### src/rtl/cpu_ctrl_pkg.sv
// Shared constants for the multi-cycle control path: opcodes, ALU ops, state encoding.
package cpu_ctrl_pkg;

  // Instruction opcodes (IR[15:12])
  localparam logic [3:0] OP_ADD  = 4'b0000;
  localparam logic [3:0] OP_SUB  = 4'b0001;
  localparam logic [3:0] OP_AND  = 4'b0010;
  localparam logic [3:0] OP_OR   = 4'b0011;
  localparam logic [3:0] OP_XOR  = 4'b0100;
  localparam logic [3:0] OP_BEQ  = 4'b0101;
  localparam logic [3:0] OP_LOAD = 4'b0110;
  localparam logic [3:0] OP_HALT = 4'b1111;

  // ALU operation codes; R-type opcodes map 1:1 onto these
  localparam logic [3:0] ALU_ADD = 4'b0000;
  localparam logic [3:0] ALU_SUB = 4'b0001;
  localparam logic [3:0] ALU_AND = 4'b0010;
  localparam logic [3:0] ALU_OR  = 4'b0011;
  localparam logic [3:0] ALU_XOR = 4'b0100;

  typedef enum logic [2:0] {
    StIdle      = 3'd0,
    StFetch     = 3'd1,
    StDecode    = 3'd2,
    StExecute   = 3'd3,
    StMem       = 3'd4,
    StWriteback = 3'd5,
    StHalt      = 3'd6,
    StError     = 3'd7
  } state_e;

  function automatic logic is_rtype(input logic [3:0] op);
    return op <= OP_XOR;
  endfunction

  // 0111..1110 are reserved and execute as NOP
  function automatic logic is_unused(input logic [3:0] op);
    return (op >= 4'b0111) && (op <= 4'b1110);
  endfunction

endpackage

### src/rtl/mem_wait_timer.sv
// Counts cycles spent waiting on a memory ready; flags timeout in the last allowed cycle.
module mem_wait_timer #(
  parameter int unsigned MEM_TIMEOUT = 15
) (
  input  logic clk,
  input  logic reset,
  input  logic clear,
  input  logic waiting,
  input  logic ready,
  output logic timeout
);

  localparam int unsigned CntW = (MEM_TIMEOUT > 1) ? $clog2(MEM_TIMEOUT) : 1;
  localparam logic [CntW-1:0] LastCnt = CntW'(MEM_TIMEOUT - 1);

  logic [CntW-1:0] cnt_q;

  // cnt_q holds (cycle index within the wait state) - 1
  assign timeout = waiting && !ready && (cnt_q == LastCnt);

  // Wait counter: cleared on state entry, advances on each cycle without ready
  always_ff @(posedge clk or posedge reset) begin
    if (reset) begin
      cnt_q <= '0;
    end else if (clear) begin
      cnt_q <= '0;
    end else if (waiting && !ready && (cnt_q != LastCnt)) begin
      cnt_q <= cnt_q + CntW'(1);
    end
  end

endmodule

### src/rtl/multicycle_controller.sv
// Multi-cycle control FSM for the 16-bit RISC core: fetch/decode/execute/mem/writeback.
module multicycle_controller
  import cpu_ctrl_pkg::*;
#(
  parameter int unsigned COUNT_W     = 16,
  parameter int unsigned MEM_TIMEOUT = 15
) (
  input  logic               clk,
  input  logic               reset,
  input  logic               run,
  input  logic [3:0]         opcode,
  input  logic               alu_zero,
  input  logic               imem_ready,
  input  logic               dmem_ready,
  output logic               imem_req,
  output logic               ir_write,
  output logic               pc_write,
  output logic               pc_src,
  output logic [3:0]         alu_op,
  output logic               alu_src_imm,
  output logic               dmem_req,
  output logic               reg_write,
  output logic               mem_to_reg,
  output logic               halted,
  output logic               error,
  output logic               illegal,
  output logic [2:0]         state,
  output logic [COUNT_W-1:0] instr_count
);

  state_e             state_q, state_d;
  logic [3:0]         op_q;
  logic               illegal_q, illegal_d;
  logic [COUNT_W-1:0] count_q;
  logic               retire;
  logic               waiting, ready_sel, timer_clear, timeout;

  assign state       = state_q;
  assign illegal     = illegal_q;
  assign instr_count = count_q;

  assign waiting     = (state_q == StFetch) || (state_q == StMem);
  assign ready_sel   = (state_q == StFetch) ? imem_ready : dmem_ready;
  assign timer_clear = (state_d != state_q) && ((state_d == StFetch) || (state_d == StMem));

  mem_wait_timer #(
    .MEM_TIMEOUT(MEM_TIMEOUT)
  ) u_timer (
    .clk    (clk),
    .reset  (reset),
    .clear  (timer_clear),
    .waiting(waiting),
    .ready  (ready_sel),
    .timeout(timeout)
  );

  // State, latched opcode, sticky illegal flag and retirement counter
  always_ff @(posedge clk or posedge reset) begin
    if (reset) begin
      state_q   <= StIdle;
      op_q      <= '0;
      illegal_q <= 1'b0;
      count_q   <= '0;
    end else begin
      state_q   <= state_d;
      illegal_q <= illegal_d;
      if (state_q == StDecode) op_q <= opcode;
      if (retire) count_q <= count_q + COUNT_W'(1);
    end
  end

  // Next-state and control decode
  always_comb begin
    state_d     = state_q;
    illegal_d   = illegal_q;
    retire      = 1'b0;
    imem_req    = 1'b0;
    ir_write    = 1'b0;
    pc_write    = 1'b0;
    pc_src      = 1'b0;
    alu_op      = ALU_ADD;
    alu_src_imm = 1'b0;
    dmem_req    = 1'b0;
    reg_write   = 1'b0;
    mem_to_reg  = 1'b0;
    halted      = 1'b0;
    error       = 1'b0;

    unique case (state_q)
      StIdle: begin
        if (run) state_d = StFetch;
      end
      StFetch: begin
        imem_req = 1'b1;
        if (imem_ready) begin
          ir_write = 1'b1;
          pc_write = 1'b1;
          state_d  = StDecode;
        end else if (timeout) begin
          state_d = StError;
        end
      end
      StDecode: begin
        if (opcode == OP_HALT) begin
          state_d = StHalt;
        end else if (is_unused(opcode)) begin
          illegal_d = 1'b1;
          state_d   = run ? StFetch : StIdle;
        end else begin
          state_d = StExecute;
        end
      end
      StExecute: begin
        if (is_rtype(op_q)) begin
          alu_op  = op_q;
          state_d = StWriteback;
        end else if (op_q == OP_BEQ) begin
          alu_op = ALU_SUB;
          if (alu_zero) begin
            pc_write = 1'b1;
            pc_src   = 1'b1;
          end
          retire  = 1'b1;
          state_d = run ? StFetch : StIdle;
        end else if (op_q == OP_LOAD) begin
          alu_op      = ALU_ADD;
          alu_src_imm = 1'b1;
          state_d     = StMem;
        end else begin
          // Unreachable: DECODE never forwards other opcodes here
          state_d = run ? StFetch : StIdle;
        end
      end
      StMem: begin
        dmem_req = 1'b1;
        if (dmem_ready) begin
          state_d = StWriteback;
        end else if (timeout) begin
          state_d = StError;
        end
      end
      StWriteback: begin
        reg_write  = 1'b1;
        mem_to_reg = (op_q == OP_LOAD);
        retire     = 1'b1;
        state_d    = run ? StFetch : StIdle;
      end
      StHalt: begin
        halted = 1'b1;
      end
      StError: begin
        error = 1'b1;
      end
      default: state_d = StIdle;
    endcase
  end

endmodule

### config.mk
export PLATFORM = sky130hd
export DESIGN_NAME = multicycle_controller
export DESIGN_NICKNAME = d
export VERILOG_FILES = /design/src/rtl/cpu_ctrl_pkg.sv /design/src/rtl/mem_wait_timer.sv /design/src/rtl/multicycle_controller.sv
export SDC_FILE = /design/constraint.sdc
export NUM_CORES = 1
export LEC_CHECK = 0
export BUFFER_PORTS_ARGS = -buffer_cell sky130_fd_sc_hd__buf_4
export CORE_AREA = 2 2 76 56
export DETAILED_ROUTE_END_ITERATION = 6
export DIE_AREA = 0 0 78 58
export GPL_TIMING_DRIVEN = 0
export PLACE_DENSITY_LB_ADDON = 0.15
export SYNTH_ARGS = -nofsm -noshare
export SYNTH_HDL_FRONTEND = slang
export SYNTH_HIERARCHICAL = 1
export SYNTH_SLANG_ARGS = --single-unit
### constraint.sdc
create_clock -name clk -period 2.7 [get_ports clk]
set_clock_uncertainty 0.2 [all_clocks]
set_input_delay 0.54 -clock clk [delete_from_list [all_inputs] [get_ports clk]]
set_output_delay 0.54 -clock clk [all_outputs]
set_load 0.05 [all_outputs]
## After elaboration in Yosys (flattened, before gate mapping)

Index checks and enable logic that the tools add are counted.

| storage, ports and cells | value |
|---|---|
| register bits after elaboration | 28 |
| output and inout port bits | 34 |

| cells by class | value |
|---|---|
| equal/unequal tests | 15 |
| muxes and demuxes | 37 |
| bitwise logic cells | 1 |
| add/sub/neg operators | 2 |
| reduce and logical (&&, ||, !) cells | 11 |
| order comparisons | 3 |

Operator list:

| operator | count |
|---|---|
| two-way mux 3 bit | 8 |
| two-way mux 1 bit | 21 |
| case mux 3 bit (6 select lines) | 1 |
| adder 16 x 1 -> 16 bit, second input constant | 1 |
| two-way mux 4 bit | 4 |
| == test 3 bit, second input constant | 5 |
| == test 4 x 3 -> 1 bit, second input constant | 2 |
| == test 4 bit, second input constant | 2 |
| == test 3 x 1 -> 1 bit, second input constant | 2 |
| == test 3 x 2 -> 1 bit, second input constant | 2 |
| logical AND 1 bit | 5 |
| adder 4 x 1 -> 4 bit, second input constant | 1 |
| >= comparator 4 x 3 -> 1 bit, second input constant | 1 |
| less-or-equal comparator 4 x 3 -> 1 bit, second input constant | 1 |
| less-or-equal comparator 4 bit, second input constant | 1 |
| != test 4 bit, second input constant | 1 |
| case mux 1 bit (2 select lines) | 2 |
| logical NOT 3 bit | 1 |
| != test 3 bit | 1 |
| AND reduction 3 bit | 1 |
| logical OR 1 bit | 2 |
| two-way mux 2 bit | 1 |
| nonzero test 2 bit | 1 |
| logical NOT 1 bit | 1 |
| inverter 1 bit | 1 |

## Longest topological paths before layout

Gate-level depths: netlist (run 1).

| logic depth | value |
|---|---|
| depth in word-level cells | 12 |
| gate-level depth with buffers | 15 |

## Modules after synthesis

Netlist (run 1), hierarchy kept.

By module, submodules not included:

| module | area an instance (um2) | instances | cells each |
|---|---|---|---|
| multicycle_controller | 1386.3 | 1 | 142 |
| mem_wait_timer | 260.2 | 1 | 26 |

## Worst setup path before layout (run 1)

OpenSTA, ideal clock, no wires.

| timing | value |
|---|---|
| path kind | flip-flop to output port |
| start point | register state_q[1], in the netlist state[1] |
| end point | output port alu_op[1] |
| setup slack | -762 ps |
| stages on the path, launching flop included | 4 |
| data required time | 1960 ps |
| arrival | 2722 ps |
| cells stage by stage | dfrtp_1 -> clkbuf_1 -> nand2_1 -> nor4b_1 |

| between the ends | value |
|---|---|
| longest elaborated chain between the ends | 2 |

Ends and longest elaborated chain:

| element | line | text |
|---|---|---|
| from (decl) | multicycle_controller.sv:31 | `state_e state_q, state_d;` |
| from (signal assigned) | multicycle_controller.sv:60 | `state_q <= StIdle;` |
| from (signal assigned) | multicycle_controller.sv:65 | `state_q <= state_d;` |
| == test 3 x 2 -> 1 bit | multicycle_controller.sv:89 | `unique case (state_q)` |
| two-way mux 4 bit | multicycle_controller.sv:89 |  |
| to (decl) | multicycle_controller.sv:19 | `output logic [3:0] alu_op,` |

No other way between the ends.

## Worst setup path after layout (run 1)

| timing | value |
|---|---|
| start point | register state_q[2], in the netlist state[2] |
| end point | output port pc_write |

| between the ends | value |
|---|---|
| longest elaborated chain between the ends | 2 |
| elaborated cells between the ends (all ways) | 3 |

Ends and longest elaborated chain:

| element | line | text |
|---|---|---|
| == test 3 x 2 -> 1 bit or == test 3 x 1 -> 1 bit (tied branches) | multicycle_controller.sv:89 |  |
| case mux 1 bit (2 select lines) * | multicycle_controller.sv:89 |  |
| to (decl) | multicycle_controller.sv:17 | `output logic pc_write,` |

Every way passes the cells marked *; elsewhere a longest branch is shown, timed or not.

==> impl_results.md, run 1 <==
- Status: completed
- CTS tree: yes
- RSZ-0062 raised after global routing: yes
- Cell taking the most area after synthesis: dfrtp_1
- Setup-failing EPs final: 0
- First-pass GRT wire length: 5840 µm
- Hold WC Path Type: reg -> reg
- Synth area leaders: dfrtp_1, xnor2_1, mux2_2
- Nets: roughly 240
- Routed len/inst: roughly 13 µm
- RR Endpoint: u_timer/cnt_q[0]$_DFFE_PP0P_
- Clk slew on worst S/H paths: 90 ps
- Minimum clock period: between 2000 and 3000 ps
- DIE AREA: 4520 µm²
- DRT iter0 DRCs: 65
- Setup CP Type: reg -> out
- Vias per inst: 5.13
- GRT overflow: 0
- Slowest-stage cell, CP: dfrtp_2
- Seq cells post-synth: 28
- Power Density: ~1100 nW/µm²
- Synth unique cells: 49
- Switch share: 0.475
- GPL Wtd Cong: between 0.8 and 0.9
- Routed via count: 1412
- Initial antenna violation count: 0
- Starting density of the core: 0.433
- Cell count after synthesis: 168
- FF-to-FF Start: state[2]$_DFF_PP0_
- Crit-path cells: and2b_4 -> buf_4 -> nand3_1 -> nor3_2 -> o2111a_2 -> nand2b_2 -> buf_6
- Core Box Area: approximately 3800 µm²
- Antenna cells: 0
- Site row count: 19
- Final ANT Viol Nets: 0
- CP delay by family, top: simple AND/OR/NAND/NOR gates
- Worst-skew pair later-pin latency: 270 ps
- Post-synth EDFFs: 0
- Proportion of layout cells with a drive suffix above 1: 0.422
- Sink Count: 28
- Share of the synthesized area in the top cell type: 0.426
- Largest net degree at the start of global routing: 25
- Final period util: 0.973
- Max-cap viol count: 0
- Port-buffer cells: 42
- Worst EP required: roughly 2000 ps
- Post-Syn Area: 1650 µm²
- Vias in the first global route: 1284
- CTS Buf Count: 3
- # DRC: 0
- Depth of the worst register-to-register path: 15
- CP Data Arrival Time: ~1900 ps
- Part of the power in registers: 0.282
- DIE HEIGHT: 58 µm
- Lkg Pwr: ~1.1 nW
- Layout Cells excl Fill: 275
- Clock buffer depth: 2
- Max-Slew Margin vs Limit: 0.410
- CP Launch Point: state[2]$_DFF_PP0_
- Critical path depth: 7
- Power Internal: 1.28 mW
- Reg-to-reg slack, setup: 100 ps
- Main flop type after synthesis: dfrtp_1
- DR pass1 iterations: 4
- Placed cells: between 200 and 300
- Clock root buffer master: clkbuf_8
- Peak supply drop: roughly 0.58 mV
- Warnings, synthesis: 6
- Syn_area_per_cell: 9.80 µm²
- Sw power: 1.16 mW
- CP Capture Type: output port
- Crit-path max FO: 6
- Most common cell after layout, fill and taps aside: buf_4
- CP Capture Point: pc_write
- Die width: 78 µm
- Worst stage delay on the critical path: about 450 ps
- Register area share after synthesis: 0.426
- Tot GR Track Use: 0.163
- Startpoint Class: flip-flop
- Total Wirelength: 3670 µm
- Layout filler cell count: 338
- Combinational Power Share: 0.615
- Post-DP HPWL: 2780 µm
- H-tree depth: 1
- Slew Viols, Final: 0
- Net count after synthesis: 181
- Final Core Density: 0.592
- P&R area growth vs syn: 36.8%
- Power share of the clock group: 0.102
- Final Hold Vio Count: 0
- Worst Path Buf+Inv: 2
- Fraction of registers with async set/reset: 1.00
- Fmax: 0.381 GHz
- Most frequent cells in the layout: buf_4, dfrtp_1, nor2_1
- Io pins: 44
- Worst Tran Pin Value: 885 ps
-- layout make-up --
type / count / area [µm²] / area share
well taps: 52 / 65.1 / 0.0289
repair buffers: 51 / 389 / 0.173
clock buffers: 4 / 55.1 / 0.0244
flip-flops and latches: 28 / 704 / 0.313
inverters: 8 / 33.8 / 0.0150
multi-input cells: 126 / 967 / 0.429
plain buffers: 6 / 37.5 / 0.0167
-- how the worst min path moves through the flow --
stage                                startpoint                           end  slack, ps  cells past startpoint
floorplan                                 reset  u_timer/cnt_q[0]$_DFFE_PP0P_        110                      1
global placement                          reset  u_timer/cnt_q[0]$_DFFE_PP0P_        240                      2
detailed placement                        reset  u_timer/cnt_q[2]$_DFFE_PP0P_        240                      2
CTS                 instr_count[15]$_DFFE_PP0P_   instr_count[15]$_DFFE_PP0P_        280                      1
global route        instr_count[15]$_DFFE_PP0P_   instr_count[15]$_DFFE_PP0P_        290                      1
finish              instr_count[15]$_DFFE_PP0P_   instr_count[15]$_DFFE_PP0P_        280                      1
-- worst reg2reg max path, delay by kind of cell (launching register included) --
kind	cells	cell delay (ps)
buffers and inverters	1	110
AO/OA/AOI/OAI	4	550
flip-flops	1	450
AND/OR/NAND/NOR	10	1200
-- power groups by stage --
| stage | registers (mW) | clock network [mW] | logic (mW) |
|---|---|---|---|
| final | 0.689 | 0.250 | 1.50 |
| after global routing | 0.708 | 0.278 | 1.61 |
| after CTS | 0.687 | 0.258 | 1.34 |
| after detailed placement | 0.694 | 0 | 1.33 |
| after global placement | 0.685 | 0 | 1.31 |
| after floorplan | 0.856 | 0 | 0.837 |
-- synth_stat cells (all sizes together) (2+ instances only) --
master / number
clkbuf: 3
xor2: 5
ha: 3
dfrtp: 28
a21o: 4
o211ai: 2
buf: 3
nor2: 16
nor3: 5
nor2b: 4
nand3: 12
mux2: 5
and2: 2
inv: 8
a211oi: 2
a21oi: 5
nand2b: 7
nand4: 3
o21ai: 8
and3: 2
nand2: 12
xnor2: 11
-- sequential cells by signal (all words and copies together), names as in the netlist --
register	cells
op_q	4
state	3
illegal	1
u_timer/cnt_q	4
instr_count	16
-- per-layer routing --
metal,share of wire,routed length [µm],vias to the layer above,global-route usage
li1,-,-,700,-
met5,0,0,-,0
met4,0.0044,16,0,0.0326
met2,0.48,1750,36,0.265
met1,0.48,1760,674,0.226
met3,0.041,152,2,0.0389
-- metrics by stage --
stage	worst slack (ps)	cell area (µm²)	hold slack [ps]	setup TNS, ps	total power, mW
4_1_cts	8.42	2160	281	0	2.29
2_1_floorplan	-121	1720	106	-294	1.69
6_report	74.0	2250	280	0	2.44
3_3_place_gp	-13.6	2100	238	-13.6	2.00
5_1_grt	-28.3	2250	293	-52.4	2.60
3_5_place_dp	-23.6	2100	243	-39.9	2.02
-- logic make-up (layout without fill, tap and decap cells) --
family                     after synthesis  after routing  synth area share
xor gates and xnor gates                16             16            0.0851
buffers and inverters                   14             69            0.0395
muxes                                    5              5            0.0342
adders and majority gates                3              3            0.0228
AOI/OAI and AO/OA                       30             30             0.136
and+or+nand+nor                         71             71             0.255
DFF                                     28             28             0.426
other                                    1              1           0.00228
-- what timing repair did --
item | 4_1_cts | 5_1_grt
hold endpoints to repair | 4 | 0
resized for setup | 2 | 9
hold buffers | 1 | 0
buffers inserted | 0 | 8
pin swaps | 0 | 6
endpoints found under the setup margin | 2 | 5
Note: power is estimated with default switching activity, not from simulation.
==> inputs of run 2 (changes only) <==
--- a/config.mk
+++ b/config.mk
@@ -5,10 +5,12 @@
 export SDC_FILE = /design/constraint.sdc
 export NUM_CORES = 1
 export LEC_CHECK = 0
+export ABC_AREA = 1
 export BUFFER_PORTS_ARGS = -buffer_cell sky130_fd_sc_hd__buf_4
-export CORE_AREA = 2 2 76 56
+export CORE_AREA = 2 2 80 59
+export CTS_CLUSTER_DIAMETER = 80
 export DETAILED_ROUTE_END_ITERATION = 6
-export DIE_AREA = 0 0 78 58
+export DIE_AREA = 0 0 82 61
 export GPL_TIMING_DRIVEN = 0
 export PLACE_DENSITY_LB_ADDON = 0.15
 export SYNTH_ARGS = -nofsm -noshare
==> run 2 against run 1 <==
Effect of this change: sequential share of layout area fell by 2.2 points; first-iteration DRC count up 4.6%; critical path type is now reg -> reg; highest routed layer unchanged; clock power up 33%; cell area increased by 7.4%.
==> impl_results.md, run 2 <==
- Final ANT Viol Nets: 0
- Slew Viols, Final: 0
- Max-cap viol count: 0
- Most frequent cells in the layout: nand2_1, buf_4, inv_1
- Final TNS setup: 0 ps
- # DRC: 0
- Lkg Pwr: about 1.3 nW
- Tot GR Track Use: 0.177
- Routed len/inst: 11.6 µm
- Nets: 318
- Antenna cells: 0
- Largest net degree at the start of global routing: 25
- Cell count after synthesis: 248
- Smallest hold slack: 278 ps
- Warnings, synthesis: 6
- Pre-CTS setup slack: 97.3 ps
- Port-buffer cells: 42
- Starting density of the core: 0.436
- Total power: roughly 0.79 mW
- Synth top cells by count: nand2_1, inv_1, dfrtp_1
- Cell taking the most area after synthesis: dfrtp_1
- Setup-failing EPs final: 0
- First-pass GRT wire length: 6800 µm
- DIE AREA: about 5000 µm²
- Initial antenna violation count: 0
- CP dominant cell by count: nand2_1
- Final Core Density: 0.576
- Setup CP Type: reg -> reg
- Main flop type after synthesis: dfrtp_1
- Power Density: 325 nW/µm²
- Worst-skew pair later-pin latency: 280 ps
- Vias per inst: about 4.7
- Worst stage delay on the critical path: ~460 ps
- CP delay by family, top: simple AND/OR/NAND/NOR gates
- Hold WC Path Type: in -> reg
- Fmax: 0.390 GHz
- Seq cells post-synth: 28
- Most common cell after layout, fill and taps aside: nand2_1
- Total Wirelength: 4150 µm
- Synth unique cells: 31
- H-tree depth: 1
- Clock root buffer master: clkbuf_8
- Minimum clock period: roughly 2600 ps
- Setup slack after layout: 134 ps
- Post-DP HPWL: 3220 µm
- Proportion of layout cells with a drive suffix above 1: 0.303
- Vias in the first global route: 1488
- CP Data Arrival Time: 2530 ps
- Die width: between 80 and 90 µm
- Slowest-stage cell, CP: dfrtp_2
- DIE HEIGHT: 61 µm
- Net count after synthesis: approximately 260
- CP Capture Type: flip-flop
- CTS Buf Count: 3
- DR pass1 iterations: 4
- GPL Wtd Cong: 0.797
- Crit-path cells: inv_4 -> nand2_2 -> nor2_4 -> buf_6 -> nand2_4 -> o21ai_2 -> nor3_2 -> nor2_1 -> nor2_1 -> nand2_1 -> nand2_1 -> nor2_1 -> nand3_1 -> nand3_1 -> nand2_1 -> nor2_2 -> inv_2 -> nand2_2 -> clkinv_2 -> nand2_1 -> nand2_1
- P&R area growth vs syn: 32.0%
- Worst Tran Pin Value: 914 ps
- Crit-path max FO: 5
- Site row count: 20
- Status: completed
- Worst EP required: 2670 ps
- Register area share after synthesis: 0.382
- Flip-flop count of the largest register after layout: 16
- Max-Slew Margin vs Limit: 0.390
- Post-synth EDFFs: 0
- GRT overflow: 0
- Most frequent cell after synthesis: nand2_1
- Fraction of registers with async set/reset: 1.00
- Routed via count: 1683
- Share of the synthesized area in the top cell type: 0.382
- Final Hold Vio Count: 0
- Sink Count: 28
- Synth area leaders: dfrtp_1, nand2_1, inv_1
- Post-Syn Area: roughly 1800 µm²
- Startpoint Class: flip-flop
- Clk slew on worst S/H paths: 100 ps
- Clock buffer depth: 2
- Syn_area_per_cell: 7.39 µm²
- Worst Path Buf+Inv: 4
- Peak supply drop: between 0.2 and 0.3 mV
- CTS tree: yes
- Io pins: 44
- Final period util: 0.950
- DRT iter0 DRCs: 68
- Core Box Area: roughly 4200 µm²
run 2: changes by cell type after synthesis, sizes merged, moves of 4 or more:
cell,previous run,this run
inv,8,44
xnor2,11,3
xor2,5,10
nand3,12,23
nor2,16,31
mux2,5,1
nor2b,4,0
nand4,3,8
nand2,12,64
nand2b,7,0
o21ai,8,13
a21o,4,0
run 2: metrics by stage:
stage	std cells	cell area, µm²
after floorplan	248	1860
after global placement	345	2250
after detailed placement	345	2250
after CTS	350	2330
after global routing	359	2420
final	359	2420
run 2: what timing repair did:
| action | 4_1_cts | 5_1_grt |
|---|---|---|
| hold endpoints to repair | 4 | 0 |
| hold buffers | 1 | 0 |
| endpoints found under the setup margin | 0 | 4 |
| setup buffers | 0 | 9 |
| resized for setup | 0 | 7 |
run 2: metal layers:
layer  up-vias  GRT usage  part of all wire
li1        893          -                 -
met1       747      0.271              0.52
met2        39      0.265              0.43
met3         4     0.0357             0.046
met4         0     0.0214            0.0039
met5         -          0                 0
run 2: cell type report:
type                            count  area (µm²)
Clock buffer                        3        41.3
Fill cell                         403        1780
Inverter                           45         173
Timing Repair Buffer               52         397
Multi-Input combinational cell    172         976
Clock inverter                      1        30.0
Buffer                              3        30.0
Sequential cell                    28         704
Tap cell                           55        68.8
run 2: logic make-up after synthesis:
| logic type | count (synthesis) | share of synthesized area |
|---|---|---|
| AO/OA/AOI/OAI | 20 | 0.0580 |
| XOR/XNOR | 13 | 0.0662 |
| adder cells (fa/ha/maj) | 3 | 0.0205 |
| buffers and inverters | 48 | 0.109 |
| flip-flops | 28 | 0.382 |
| multiplexers | 1 | 0.00614 |
| other | 1 | 0.00205 |
| AND/OR/NAND/NOR | 134 | 0.356 |
run 2: final timing paths:
check                                          from                            to  slack (ps)  cells after the start
worst max register to register   state[1]$_DFF_PP0_  u_timer/cnt_q[2]$_DFFE_PP0P_         130                     21
min in group asynchronous                     reset  u_timer/cnt_q[0]$_DFFE_PP0P_         500                      3
worst min-delay path                      opcode[1]           op_q[1]$_DFFE_PP0P_         280                      3
max in group asynchronous                     reset            state[1]$_DFF_PP0_         850                      3
worst min register to register  illegal$_DFFE_PP0P_           illegal$_DFFE_PP0P_         310                      1
worst max-delay path             state[1]$_DFF_PP0_  u_timer/cnt_q[2]$_DFFE_PP0P_         130                     21
run 2: worst register-to-register path, stage by stage (launching register included):
cell	delay [ps]
dfrtp_2	460
inv_4	90
nand2_2	70
nor2_4	120
buf_6	130
nand2_4	60
o21ai_2	70
nor3_2	70
nor2_1	150
nor2_1	60
nand2_1	90
nand2_1	60
nor2_1	140
nand3_1	100
nand3_1	90
nand2_1	60
nor2_2	110
inv_2	70
nand2_2	80
clkinv_2	70
nand2_1	60
nand2_1	60
run 2: report_power, final:
group / switching (mW) / total (mW) / internal (mW) / leakage, nW
sequential: 0 / 0.419 / 0.419 / 0.349
clock: 0.134 / 0.333 / 0.199 / 0.0357
combinational: 0.0209 / 0.0351 / 0.0142 / 0.914
total: 0.155 / 0.787 / 0.632 / 1.30
